## src/rtl/ysyx_23060042_pkg.sv

```systemverilog
`default_nettype none
// ============================================================================
// Module   : ysyx_23060042_pkg
// Purpose  : Shared types and constants for the ysyx_23060042 fetch unit.
//            - ifu_state_e       : fetch FSM states
//            - RESET_PC_DEFAULT  : PC value loaded on reset
//            - INST_NOP          : instruction presented on a fetch fault
//            - PC_STEP           : sequential PC increment
//            - is_misaligned()   : instruction-address alignment test
// Revision : 1.0 - initial release
// ============================================================================
package ysyx_23060042_pkg;

  typedef enum logic [1:0] {
    IDLE = 2'd0,
    REQ  = 2'd1,
    WAIT = 2'd2,
    HOLD = 2'd3
  } ifu_state_e;

  localparam logic [31:0] RESET_PC_DEFAULT = 32'h8000_0000;
  localparam logic [31:0] INST_NOP         = 32'h0000_0013;
  localparam logic [31:0] PC_STEP          = 32'd4;

  // Instructions are word aligned; any set bit in [1:0] is a misaligned PC.
  function automatic logic is_misaligned(input logic [31:0] addr);
    return (addr[1:0] != 2'b00);
  endfunction

endpackage
`default_nettype wire

```

## src/rtl/ysyx_23060042_ifu_pc.sv

```systemverilog
`default_nettype none
// ============================================================================
// Module   : ysyx_23060042_ifu_pc
// Purpose  : Program-counter register of the fetch unit with redirect /
//            sequential-advance selection. A redirect always wins over an
//            advance. The increment wraps modulo 2^32.
// Ports    : clk         in   1   core clock
//            rst_n       in   1   asynchronous active-low reset
//            redirect    in   1   load redirect_pc this cycle
//            advance     in   1   step PC by 4 this cycle
//            redirect_pc in  32   redirect target
//            pc          out 32   current program counter
// Revision : 1.0 - initial release
// ============================================================================
module ysyx_23060042_ifu_pc
  import ysyx_23060042_pkg::*;
#(
  parameter logic [31:0] RESET_PC = RESET_PC_DEFAULT
) (
  input  logic        clk,
  input  logic        rst_n,
  input  logic        redirect,
  input  logic        advance,
  input  logic [31:0] redirect_pc,
  output logic [31:0] pc
);

  logic [31:0] pc_q;
  logic [31:0] pc_d;

  always_comb begin
    pc_d = pc_q;
    if (redirect) begin
      pc_d = redirect_pc;
    end else if (advance) begin
      pc_d = pc_q + PC_STEP;
    end
  end

  always_ff @(posedge clk or negedge rst_n) begin
    if (!rst_n) begin
      pc_q <= RESET_PC;
    end else begin
      pc_q <= pc_d;
    end
  end

  assign pc = pc_q;

endmodule
`default_nettype wire

```

## src/rtl/ysyx_23060042_ifu.sv

```systemverilog
`default_nettype none
// ============================================================================
// Module   : ysyx_23060042_ifu
// Purpose  : Instruction fetch unit. Owns the PC, issues one fetch at a time
//            to instruction memory (valid/ready request, valid-only
//            response), buffers the returned word and hands it to decode
//            through a valid/ready handshake. Execute-stage redirects replace
//            the PC and cancel any fetch whose response is still pending.
// Config   : IFU_MISALIGN_CHK_EN - when defined, a misaligned PC is not
//            fetched; a NOP is presented instead with out_fault=1.
// Ports    : clk             in   1   core clock
//            rst_n           in   1   asynchronous active-low reset
//            redirect_valid  in   1   PC change request from execute
//            redirect_pc     in  32   redirect target
//            imem_req_valid  out  1   fetch request valid
//            imem_req_ready  in   1   memory accepts request
//            imem_req_addr   out 32   fetch address (= current PC)
//            imem_rsp_valid  in   1   fetch response valid
//            imem_rsp_data   in  32   fetched instruction word
//            out_valid       out  1   instruction available to decode
//            out_ready       in   1   decode consumes instruction
//            out_inst        out 32   instruction word
//            out_pc          out 32   PC of out_inst
//            out_fault       out  1   instruction-address-misaligned flag
// Revision : 1.0 - initial release
// ============================================================================
module ysyx_23060042_ifu
  import ysyx_23060042_pkg::*;
#(
  parameter logic [31:0] RESET_PC = RESET_PC_DEFAULT
) (
  input  logic        clk,
  input  logic        rst_n,
  input  logic        redirect_valid,
  input  logic [31:0] redirect_pc,
  output logic        imem_req_valid,
  input  logic        imem_req_ready,
  output logic [31:0] imem_req_addr,
  input  logic        imem_rsp_valid,
  input  logic [31:0] imem_rsp_data,
  output logic        out_valid,
  input  logic        out_ready,
  output logic [31:0] out_inst,
  output logic [31:0] out_pc,
  output logic        out_fault
);

  ifu_state_e  state_q;
  logic        kill_q;      // the in-flight response belongs to a stale PC
  logic [31:0] inst_buf_q;
  logic        fault_q;     // HOLD is presenting a misaligned-PC fault

  logic [31:0] pc;
  logic        misalign;
  logic        pc_redirect;
  logic        pc_advance;

  // --------------------------------------------------------------------------
  // Misaligned-fetch detection (only meaningful while requesting)
  // --------------------------------------------------------------------------
`ifdef IFU_MISALIGN_CHK_EN
  assign misalign = (state_q == REQ) && is_misaligned(pc);
`else
  assign misalign = 1'b0;
`endif

  // --------------------------------------------------------------------------
  // PC register. Redirects are ignored only in IDLE, which lasts exactly one
  // cycle after reset. Advance is only taken on a decode handshake; the
  // redirect priority inside the PC block suppresses it when both are high,
  // matching out_valid being forced low by a redirect.
  // --------------------------------------------------------------------------
  assign pc_redirect = redirect_valid && (state_q != IDLE);
  assign pc_advance  = (state_q == HOLD) && out_ready;

  ysyx_23060042_ifu_pc #(
    .RESET_PC (RESET_PC)
  ) u_pc (
    .clk         (clk),
    .rst_n       (rst_n),
    .redirect    (pc_redirect),
    .advance     (pc_advance),
    .redirect_pc (redirect_pc),
    .pc          (pc)
  );

  // --------------------------------------------------------------------------
  // Outputs: decoded from registered state; out_valid is the one exception,
  // gated by a same-cycle redirect so a dying instruction is never consumed.
  // --------------------------------------------------------------------------
  assign imem_req_valid = (state_q == REQ) && !misalign;
  assign imem_req_addr  = pc;
  assign out_valid      = (state_q == HOLD) && !redirect_valid;
  assign out_inst       = inst_buf_q;
  assign out_pc         = pc;
  assign out_fault      = fault_q;

  // --------------------------------------------------------------------------
  // Fetch FSM
  // --------------------------------------------------------------------------
  always_ff @(posedge clk or negedge rst_n) begin
    if (!rst_n) begin
      state_q    <= IDLE;
      kill_q     <= 1'b0;
      inst_buf_q <= '0;
      fault_q    <= 1'b0;
    end else begin
      case (state_q)
        IDLE: begin
          state_q <= REQ;
        end

        REQ: begin
          if (misalign && !redirect_valid) begin
            // Misaligned PC: skip memory and present a faulting NOP.
            state_q    <= HOLD;
            inst_buf_q <= INST_NOP;
            fault_q    <= 1'b1;
          end else if (imem_req_valid && imem_req_ready) begin
            // The request went out with the old PC; if a redirect arrives
            // in the same cycle its response must be discarded.
            state_q <= WAIT;
            kill_q  <= redirect_valid;
          end
        end

        WAIT: begin
          if (redirect_valid) begin
            if (imem_rsp_valid) begin
              state_q <= REQ;
              kill_q  <= 1'b0;
            end else begin
              kill_q <= 1'b1;
            end
          end else if (imem_rsp_valid) begin
            if (kill_q) begin
              kill_q  <= 1'b0;
              state_q <= REQ;
            end else begin
              inst_buf_q <= imem_rsp_data;
              state_q    <= HOLD;
            end
          end
        end

        HOLD: begin
          if (redirect_valid || out_ready) begin
            state_q <= REQ;
            fault_q <= 1'b0;
          end
        end

        default: begin
          state_q <= IDLE;
        end
      endcase
    end
  end

endmodule
`default_nettype wire

```

## config.mk

```make
export PLATFORM = sky130hd
export DESIGN_NAME = ysyx_23060042_ifu
export DESIGN_NICKNAME = d
export VERILOG_FILES = /design/src/rtl/ysyx_23060042_pkg.sv /design/src/rtl/ysyx_23060042_ifu_pc.sv /design/src/rtl/ysyx_23060042_ifu.sv
export SDC_FILE = /design/constraint.sdc
export NUM_CORES = 1
export LEC_CHECK = 0
export ABC_AREA = 1
export BUFFER_PORTS_ARGS = -buffer_cell sky130_fd_sc_hd__buf_4
export CORE_ASPECT_RATIO = 0.6
export CORE_MARGIN = 2
export CORE_UTILIZATION = 45
export CTS_BUF_LIST = sky130_fd_sc_hd__clkbuf_4
export DETAILED_ROUTE_END_ITERATION = 10
export PLACE_DENSITY_LB_ADDON = 0.05
export SLEW_MARGIN = 20
export SYNTH_ARGS = -nofsm -noshare
export SYNTH_HDL_FRONTEND = slang
export SYNTH_SLANG_ARGS = --single-unit
export TNS_END_PERCENT = 10
```

## constraint.sdc

```tcl
create_clock -name clk -period 1.5 [get_ports clk]
set_input_delay 0.3 -clock clk [delete_from_list [all_inputs] [get_ports clk]]
set_output_delay 0.3 -clock clk [all_outputs]
set_load 0.02 [all_outputs]
```

==> results of run 1 <==
[synth_stat cells]
library cell / count / area [µm²]
o22ai_1: 5 / 31.3
buf_2: 9 / 45.0
nor2_4: 6 / 67.6
mux2_1: 1 / 11.3
xor2_1: 1 / 8.76
a211oi_1: 4 / 30.0
buf_4: 34 / 255
o21ai_0: 26 / 130
nor2_1: 53 / 199
nand2_4: 4 / 45.0
nor3b_1: 1 / 7.51
inv_4: 1 / 6.26
dfstp_2: 1 / 26.3
o21ai_1: 2 / 10.0
buf_6: 4 / 45.0
nand2_1: 136 / 510
inv_2: 2 / 7.51
dfrtp_1: 66 / 1650
nor2_2: 4 / 25.0
o211ai_1: 2 / 15.0
ha_1: 5 / 62.6
o21bai_1: 2 / 15.0
nand4_1: 3 / 18.8
nand3_2: 1 / 10.0
mux2_2: 31 / 349
conb_1: 1 / 3.75
nand2_2: 8 / 50.1
a31oi_1: 2 / 12.5
nor3_1: 3 / 15.0
a21oi_1: 9 / 45.0
inv_1: 48 / 180
nand3_1: 37 / 185
nor2_8: 3 / 60.1
[repair_timing]
action | in CTS | in global routing
setup buffers | 1 | 6
resized for setup | 24 | 96
endpoints found under the setup margin | 47 | 96
pin swaps | 1 | 10
cloned | 0 | 5
hold endpoints to repair | 20 | 0
hold buffers | 1 | 0
[worst max path at each step]
stage                            from                 endpoint  slack, ns  depth (start not counted)
2_1_floorplan  u_pc.pc[2]$_DFFE_PN0P_  u_pc.pc[22]$_DFFE_PN0P_       0.02                         10
3_3_place_gp   u_pc.pc[9]$_DFFE_PN0P_  u_pc.pc[20]$_DFFE_PN0P_      -0.03                          9
3_5_place_dp   state_q[1]$_DFFE_PN0P_  u_pc.pc[23]$_DFFE_PN0P_      -0.09                          9
4_1_cts        state_q[1]$_DFFE_PN0P_                out_valid      -0.18                          4
5_1_grt        state_q[1]$_DFFE_PN0P_   u_pc.pc[3]$_DFFE_PN0P_      -0.16                          7
6_report       state_q[0]$_DFFE_PN0P_           imem_req_valid      -0.10                          3
[final cells by class]
class | count | area, µm²
Timing Repair Buffer | 224 | 2010
Clock inverter | 6 | 138
Sequential cell | 67 | 1690
Tap cell | 116 | 145
Fill cell | 745 | 2670
Multi-Input combinational cell | 351 | 2120
Inverter | 51 | 203
Clock buffer | 10 | 75.1
[registers in the layout, indices dropped and copies added, names as in the netlist]
| name | flops |
|---|---|
| kill_q | 1 |
| out_inst | 32 |
| state_q | 2 |
| u_pc.pc | 32 |
[layer usage]
layer / track usage [%] / vias to the layer above / part of all wire [%]
met5: 0 / - / 0
met4: 6.59 / 0 / 1.1
met2: 36.3 / 196 / 45
met3: 5.73 / 16 / 7.5
met1: 34.1 / 1981 / 46
li1: - / 2008 / -
[where the power goes]
group          internal [mW]  total, mW  leakage (nW)  switching [mW]
sequential              2.65       3.48         0.801           0.830
clock                   1.04       1.76         0.111           0.729
combinational           4.14       9.15          2.32            5.01
[kinds of logic (layout without fill, tap and decap cells)]
kind of cell | Yosys count | in the layout | synth area share [%]
buffers and inverters | 98 | 291 | 13.0
AOI/OAI and AO/OA | 52 | 52 | 6.99
muxes | 32 | 32 | 8.71
DFF | 67 | 67 | 40.6
xor gates and xnor gates | 1 | 1 | 0.212
and+or+nand+nor | 259 | 260 | 28.9
other | 1 | 1 | 0.0907
adders and majority gates | 5 | 5 | 1.51
[through the flow]
stage / TNS [ns] / std cells / power, mW / hold WS [ns]
global route: -5.05 / 825 / 15.2 / 0.0614
floorplan: 0 / 515 / 8.21 / 0.00441
finish: -1.57 / 825 / 14.4 / 0.0611
global placement: -0.139 / 797 / 11.2 / 0.236
detailed placement: -1.29 / 797 / 11.3 / 0.238
CTS: -1.99 / 814 / 13.3 / 0.0419
[critical path, delay by kind of cell (launching register included)]
family | cells | cell delay, ns
buffers and inverters | 2 | 0.27
adders and majority gates | 1 | 0.16
DFF | 1 | 0.46
==> flow_summary.ini, run 1 <==
[run_status]
status = finished with violations
violations = negative setup slack

[global_route]
antenna_found_initial = 0
grt_max_degree = 41
grt_pass1_wl_um = 18700
track_usage_pct = 23.9
grt_pass1_vias = 3838
grt_overflow_total = 0

[clocking]
clock-root-buffer = clkbuf_4
cts_tree = done
path_clk_slew_ns = 0.12
cts_buffers = 9
cts_buffer_depth = 2
htreeDepth = 3
cts.sinks = 67
insertion_delay_ns = 0.43

[sta]
fmax_ghz = 0.623
hold_violations = 0
fin_crit_ns = 1.60
clock_skew_ns = 0.0102
fin_crit_sh_pct = 107
drv_slew = 0
setup_viol = 40
rsz0062_at_grt = true
finalWorstSetupSlack_ns = -0.104

[layout]
layout_commonest_cell = buf_4
fin_nets = 779
finalCoreUtilization_pct = 70.5
n_antenna_cell = 0
final_cell_mix = buf_4, nand2_1, dfrtp_1
area_growth_pct = 54.3
drive_above_1_share_pct = 48.5
finalInstanceArea_mm2 = 0.00638

[floorplanning]
coreArea_mm2 = 0.00905
io_pins = 169
fp-row-count = 27
initial_core_util_pct = 45.7
dieArea_mm2 = 0.0100
die_h_um = 78.3
die_x_um = 128

[worst_setup_path]
arrival_ns = 1.30
crit_slowest_cell = dfrtp_2
worstPathRequired_ns = 1.20
reg2reg_depth = 5
critPathLaunchType = register
crit_top_cell = buf_6
reg2reg_slack_ns = -0.06
reg2reg_to = out_inst[16]$_DFFE_PN0P_
endpoint_kind = primary output
cp_cell_sequence = buf_6 > ha_4 > buf_6
cp_slowest_stage_delay_ns = 0.46
path_class = register to primary output
cp_max_fo = 3
r2r-start = state_q[1]$_DFFE_PN0P_

[route]
vias = 4201
wl_um = 13100
vias_per_cell = 5.09
firstDrtPassIters = 5
wl_per_cell_um = 15.9
drtIter0Drc = 210
ant_nets = 0
drc = 0

[power]
powerDensity_mw_per_mm2 = 2260
p_leak_nw = 3.24
worst_ir_drop_vdd_mv = 1.30

[hold_path]
min_to = u_pc.pc[0]$_DFFE_PN0P_
hold_start = redirect_pc[0]
hold_path.class = primary input to register
holdPathStages = 3

[yosys]
yosysWarnings = 0
syn-num-nets = 590
synthCells = 515
yosysSeqAreaShare_pct = 40.6
synth-seq-cells = 67
synthDistinctLibCells = 33
synth_area_per_cell_um2 = 8.03
syn_area_mm2 = 0.00414

[place]
dpl_worst_slack_ns = -0.0888
dpl_cell_area_mm2 = 0.00562
place.gp.congestion = 0.921
portBuffers = 167
post-dp-hpwl_um = 9130

[run]
maxCapViolCount = 0
No activity file was read; power rests on OpenSTA's default activity.
==> inputs of run 2 (changes only) <==
--- a/config.mk
+++ b/config.mk
@@ -6,9 +6,8 @@
 export NUM_CORES = 1
 export LEC_CHECK = 0
-export ABC_AREA = 1
 export BUFFER_PORTS_ARGS = -buffer_cell sky130_fd_sc_hd__buf_4
 export CORE_ASPECT_RATIO = 0.6
 export CORE_MARGIN = 2
-export CORE_UTILIZATION = 45
+export CORE_UTILIZATION = 43
 export CTS_BUF_LIST = sky130_fd_sc_hd__clkbuf_4
 export DETAILED_ROUTE_END_ITERATION = 10
==> constraint.sdc (replaced) <==
create_clock -name clk -period 1.5 [get_ports clk]
set_input_delay 0.225 -clock clk [delete_from_list [all_inputs] [get_ports clk]]
set_output_delay 0.225 -clock clk [all_outputs]
set_load 0.02 [all_outputs]
==> run 2 against run 1 <==
The run still ends with negative setup slack left. Via count fell by 21%. Combinational power shrank 22%. Clock skew increased by 0.0069 ns. First-iteration DRC count is 12% lower. Worst hold slack worse by 0.029 ns. Count of clock-buffer cells in the layout fell by 1. Worst setup slack worse by 0.42 ns. Largest power group unchanged.
==> flow_summary.ini, run 2 <==
[place]
place.gp.congestion = 0.797
post-dp-hpwl_um = 7110
dpl_cell_area_mm2 = 0.00507
portBuffers = 167

[power]
clockPowerShare_pct = 10.4
pwr-share-comb_pct = 62.5
powerDensity_mw_per_mm2 = 2010
p_int_mw = 6.57
switchingPower_mw = 4.91
power_frac_seq_pct = 27.2
p_leak_nw = 2.71
switching_share_pct = 42.7
worst_ir_drop_vdd_mv = 1.17
p_total_mw = 11.5

[yosys]
synth-seq-cells = 67
synth_top_area_cell = dfrtp_1
synthTopCellsByArea = dfrtp_1, mux2_2, buf_4
synth_area_per_cell_um2 = 10.4
synth-edff-count = 0
synthDistinctLibCells = 34
yosysSeqAreaShare_pct = 48.6
async_flop_share_pct = 100
synth_common_cells = dfrtp_1, mux2_2, nor2_1
syn_area_mm2 = 0.00345
yosysWarnings = 0
synthCells = 332
synth_most_common_cell = dfrtp_1
synth.top_cell.area_share_pct = 47.8
synth_ff_type = dfrtp_1
syn-num-nets = 407

[worst_setup_path]
crit_top_cell = or4_4
endpoint_kind = register
cp_slowest_stage_delay_ns = 0.55
path_class = register to register
cp_max_fo = 6
cp_cell_sequence = ha_4 > nand3_2 > or4_4 > buf_6 > or4_4 > a31oi_1
crit_slowest_cell = or4_4
critPathLaunchType = register
worstPathRequired_ns = 1.84
reg2reg_depth = 6
arrival_ns = 2.37

[clocking]
cts_tree = done
cts.sinks = 67
clock-root-buffer = clkbuf_4
cts_buffer_depth = 2
path_clk_slew_ns = 0.12
cts_buffers = 9
htreeDepth = 3
insertion_delay_ns = 0.41

[route]
drc = 0
vias_per_cell = 4.98
drtIter0Drc = 185
vias = 3301
wl_per_cell_um = 15.6
ant_nets = 0
firstDrtPassIters = 6
wl_um = 10400

[layout]
finalInstanceArea_mm2 = 0.00572
n_antenna_cell = 0
fin_nets = 625
drive_above_1_share_pct = 56.9
area_growth_pct = 65.7
final_cell_mix = buf_4, dfrtp_1, nor2_1
layout_commonest_cell = buf_4
finalCoreUtilization_pct = 73.2
fillers = 608

[floorplanning]
die_x_um = 120
initial_core_util_pct = 44.1
io_pins = 169
coreArea_mm2 = 0.00782
die_h_um = 73.4
fp-row-count = 25
dieArea_mm2 = 0.00878

[sta]
hold_violations = 0
setup_viol = 69
finalSetupTns_ns = -24.05
fin_crit_sh_pct = 135
holdWs_ns = 0.0326
fin_crit_ns = 2.02
rsz0062_at_grt = true
drv_slew = 0
clock_skew_ns = 0.0171
fmax_ghz = 0.494
finalWorstSetupSlack_ns = -0.523

[global_route]
grt_overflow_total = 0
antenna_found_initial = 0
grt_pass1_wl_um = 14900
track_usage_pct = 21.8
grt_max_degree = 33
grt_pass1_vias = 2936

[hold_path]
holdPathStages = 2
hold_path.class = primary input to register

[run]
maxCapViolCount = 0

[run_status]
violations = negative setup slack
status = finished with violations
## run 2: changes by cell type in the layout (fill, tap and decap cells not counted), moves of 9 or more
cell and change:
a31oi_1 +18, buf_4 +54, buf_6 -34, dlygate4sd3_1 +17, inv_1 -33, mux2_2 -24
mux2_4 +26, nand2_1 -124, nand3_1 -30, nor2_1 -10, nor2_2 -9, nor2_4 -10
o21ai_1 -14, o31ai_1 +11
## run 2: area by class of cell
class | count | area, µm² | area share [%]
tap | 108 | 135 | 2.36
timing repair buffer | 255 | 2070 | 36.1
sequential | 67 | 1680 | 29.4
clock inverter | 7 | 68.8 | 1.20
multi-input combinational | 207 | 1660 | 29.0
inverter | 10 | 40.0 | 0.700
clock buffer | 9 | 67.6 | 1.18
## run 2: layer usage
metal | GRT usage, % | share of wire, % | vias up
met3 | 6.52 | 7.1 | 9
met2 | 31.8 | 45 | 132
met4 | 5.88 | 1.0 | 0
met1 | 31.8 | 47 | 1567
li1 | - | - | 1593
met5 | 0 | 0 | -
## run 2: cells by family (layout without fill, tap and decap cells)
family	Yosys count	count (layout)	share of synthesized area (%)
buffers and inverters	58	281	10.2
multiplexers	35	35	11.4
AO/OA/AOI/OAI	57	57	10.0
XOR/XNOR	10	10	2.54
other	1	1	0.109
flip-flops	67	67	48.6
AND/OR/NAND/NOR	99	99	15.3
adder cells (fa/ha/maj)	5	5	1.81
## run 2: worst max-delay path, delay by kind of cell (launching register included)
kind | cells | cell delay (ns)
buf+inv | 1 | 0.16
flops | 1 | 0.41
fa+ha+maj | 1 | 0.16
compound gates | 1 | 0.18
simple gates | 3 | 1.05
## run 2: power by group through the flow
stage / logic, mW / registers [mW] / clock network (mW)
finish: 7.17 / 3.12 / 1.19
global route: 7.64 / 3.23 / 1.30
CTS: 6.76 / 3.10 / 1.23
detailed placement: 6.68 / 3.12 / 0
global placement: 6.57 / 3.08 / 0
floorplan: 2.66 / 4.28 / 0
## run 2: timing repair
item,CTS,global route
setup endpoints to repair,68,69
hold buffers,3,15
pin swaps,26,12
resized for setup,11,52
buffers inserted,6,3
cloned,0,1
hold endpoints to repair,25,15
## run 2: path summary, 6_finish.rpt
kind,start,to,slack (ns)
setup / recovery,state_q[0]$_DFFE_PN0P_,u_pc.pc[29]$_DFFE_PN0P_,-0.52
min in group asynchronous,rst_n,state_q[0]$_DFFE_PN0P_,0.26
hold reg to reg,out_inst[29]$_DFFE_PN0P_,out_inst[29]$_DFFE_PN0P_,0.53
max in group asynchronous,rst_n,out_inst[25]$_DFFE_PN0P_,0.73
hold / removal,redirect_pc[0],u_pc.pc[0]$_DFFE_PN0P_,0.03
setup reg to reg,state_q[0]$_DFFE_PN0P_,u_pc.pc[29]$_DFFE_PN0P_,-0.52
## run 2: metrics by stage
stage	setup slack, ns	std cells
CTS	-0.537	644
finish	-0.523	663
floorplan	-0.446	332
detailed placement	-0.544	619
global placement	-0.477	619
global route	-0.580	663
==> inputs of run 3 (changes only) <==
CELL_PAD_IN_SITES_DETAIL_PLACEMENT = 1   (was unset)
CELL_PAD_IN_SITES_GLOBAL_PLACEMENT = 1   (was unset)
CORE_UTILIZATION = 32   (was 43)
==> run 3 against run 2 <==
The flow still finishes with violations (negative setup slack). Final cell count rose by 3.8%. Global-route usage fell by 2.8 points. Via count rose by 0.51%. Non-clock buffer count fell by 8. Core utilization fell by 20 points. Power fell by 1.9%. Combinational power fell by 0.8%. Clock power fell by 14%. Register-to-register slack improved by 0.09 ns. Worst hold slack improved by 0.0083 ns. First-iteration DRC count fell by 30%. Maximum frequency rose by 4.4%.
==> flow_summary.ini, run 3 (same netlist as run 2, synthesis figures left out) <==
[run_status]
status = finished with violations
violations = negative setup slack

[floorplanning]
initial_core_util_pct = 32.8
io_pins = 169
die_h_um = 84.5
dieArea_mm2 = 0.0117
die_x_um = 138
coreArea_mm2 = 0.0105
fp-row-count = 29

[route]
vias = 3318
firstDrtPassIters = 4
ant_nets = 0
drc = 0
wl_um = 11100
wl_per_cell_um = 16.2
vias_per_cell = 4.82
drtIter0Drc = 130

[place]
post-dp-hpwl_um = 8090
portBuffers = 167
dp.cells = 645
dpl_worst_slack_ns = -0.574
place.gp.congestion = 0.723

[clocking]
path_clk_slew_ns = 0.12
htreeDepth = 3
cts_buffers = 9
cts.sinks = 67
clock-root-buffer = clkbuf_4
cts_buffer_depth = 2
insertion_delay_ns = 0.41
cts_tree = done

[power]
powerDensity_mw_per_mm2 = 2030
worst_ir_drop_vdd_mv = 0.894
p_leak_nw = 2.58
p_total_mw = 11.3

[global_route]
grt_pass1_wl_um = 17600
grt_max_degree = 68
track_usage_pct = 19.0
grt_pass1_vias = 3355
antenna_found_initial = 0
grt_overflow_total = 0

[worst_setup_path]
cp_max_fo = 6
reg2reg_depth = 5
r2r-start = state_q[1]$_DFFE_PN0P_
path_class = register to register
crit_slowest_cell = or4_4
cp_slowest_stage_delay_ns = 0.55
reg2reg_slack_ns = -0.44
cp_cell_sequence = ha_4 > nand3_4 > or4_4 > or4_1 > a31oi_1
endpoint_kind = register
reg2reg_to = u_pc.pc[19]$_DFFE_PN0P_
arrival_ns = 2.27
critPathLaunchType = register
worstPathRequired_ns = 1.83

[sta]
rsz0062_at_grt = true
fin_crit_sh_pct = 129
fmax_ghz = 0.516
finalSetupTns_ns = -19.22
clock_skew_ns = 0.0175
drv_slew = 0
hold_violations = 0
setup_viol = 65
fin_crit_ns = 1.94
finalWorstSetupSlack_ns = -0.437

[layout]
drive_above_1_share_pct = 56.3
final_cell_mix = buf_4, dfrtp_1, mux2_2
n_antenna_cell = 0
fillers = 1221
layout_commonest_cell = buf_4
fin_nets = 619
stdcell_count = 688
area_growth_pct = 60.9

[hold_path]
min_to = u_pc.pc[31]$_DFFE_PN1P_
hold_start = redirect_pc[31]
hold_path.class = primary input to register
holdPathStages = 3

[run]
maxCapViolCount = 0
==> run 3: changes by cell type in the layout (fill, tap and decap cells not counted), moves of 3 or more <==
cell and delta:
buf_6 -4, clkinvlp_4 +3, mux2_2 +27, mux2_4 -27, o21ai_0 -3, o21ai_1 +3
==> run 3: worst max path at each step <==
stage	slack [ns]	to	cells past startpoint	start
2_1_floorplan	-0.45	u_pc.pc[29]$_DFFE_PN0P_	6	state_q[0]$_DFFE_PN0P_
3_3_place_gp	-0.49	u_pc.pc[19]$_DFFE_PN0P_	5	state_q[1]$_DFFE_PN0P_
3_5_place_dp	-0.57	u_pc.pc[31]$_DFFE_PN1P_	5	state_q[1]$_DFFE_PN0P_
4_1_cts	-0.46	u_pc.pc[31]$_DFFE_PN1P_	5	state_q[0]$_DFFE_PN0P_
5_1_grt	-0.49	u_pc.pc[19]$_DFFE_PN0P_	6	state_q[1]$_DFFE_PN0P_
6_report	-0.44	u_pc.pc[19]$_DFFE_PN0P_	5	state_q[1]$_DFFE_PN0P_
==> run 3: worst max-delay path, delay by kind of cell, from the launching register on <==
| kind | cells | cell delay, ns |
|---|---|---|
| AOI/OAI and AO/OA | 1 | 0.14 |
| and+or+nand+nor | 3 | 1.14 |
| adders and majority gates | 1 | 0.17 |
| DFF | 1 | 0.42 |
==> run 3: repair_timing <==
item | in CTS | in global routing
setup buffers | 3 | 5
hold buffers | 9 | 8
setup endpoints to repair | 68 | 69
resized for setup | 23 | 12
gates cloned | 3 | 0
endpoints found under the hold margin | 74 | 8
pin swaps | 31 | 6
==> run 3: metal layers <==
| layer | track usage [%] | routed length, µm |
|---|---|---|
| met4 | 5.01 | 99 |
| met3 | 4.85 | 494 |
| met1 | 25.8 | 5290 |
| met5 | 0 | 0 |
| met2 | 30.6 | 5220 |
==> run 3: metrics by stage <==
stage / instance area, µm² / util (%) / hold WS [ns]
2_1_floorplan: 3500 / - / -0.0706
3_3_place_gp: 5060 / 48.0 / 0.263
3_5_place_dp: 5060 / 48.0 / 0.260
4_1_cts: 5400 / 51.3 / 0.000575
5_1_grt: 5550 / 52.8 / 0.00150
6_report: 5550 / 52.8 / 0.0409
==> run 3: final cells by class <==
class,instances,area (µm²),area share [%]
Multi-Input combinational cell,209,1560,28.1
Sequential cell,67,1680,30.3
Inverter,10,40.0,0.721
Clock inverter,7,45.0,0.811
Tap cell,139,174,3.13
Timing Repair Buffer,247,1980,35.7
Clock buffer,9,67.6,1.22
==> run 3: power breakdown <==
group | switching [mW] | internal [mW] | total, mW
clock network | 0.693 | 0.329 | 1.02
logic | 3.77 | 3.34 | 7.11
registers | 0.516 | 2.61 | 3.13
total | 4.98 | 6.28 | 11.3
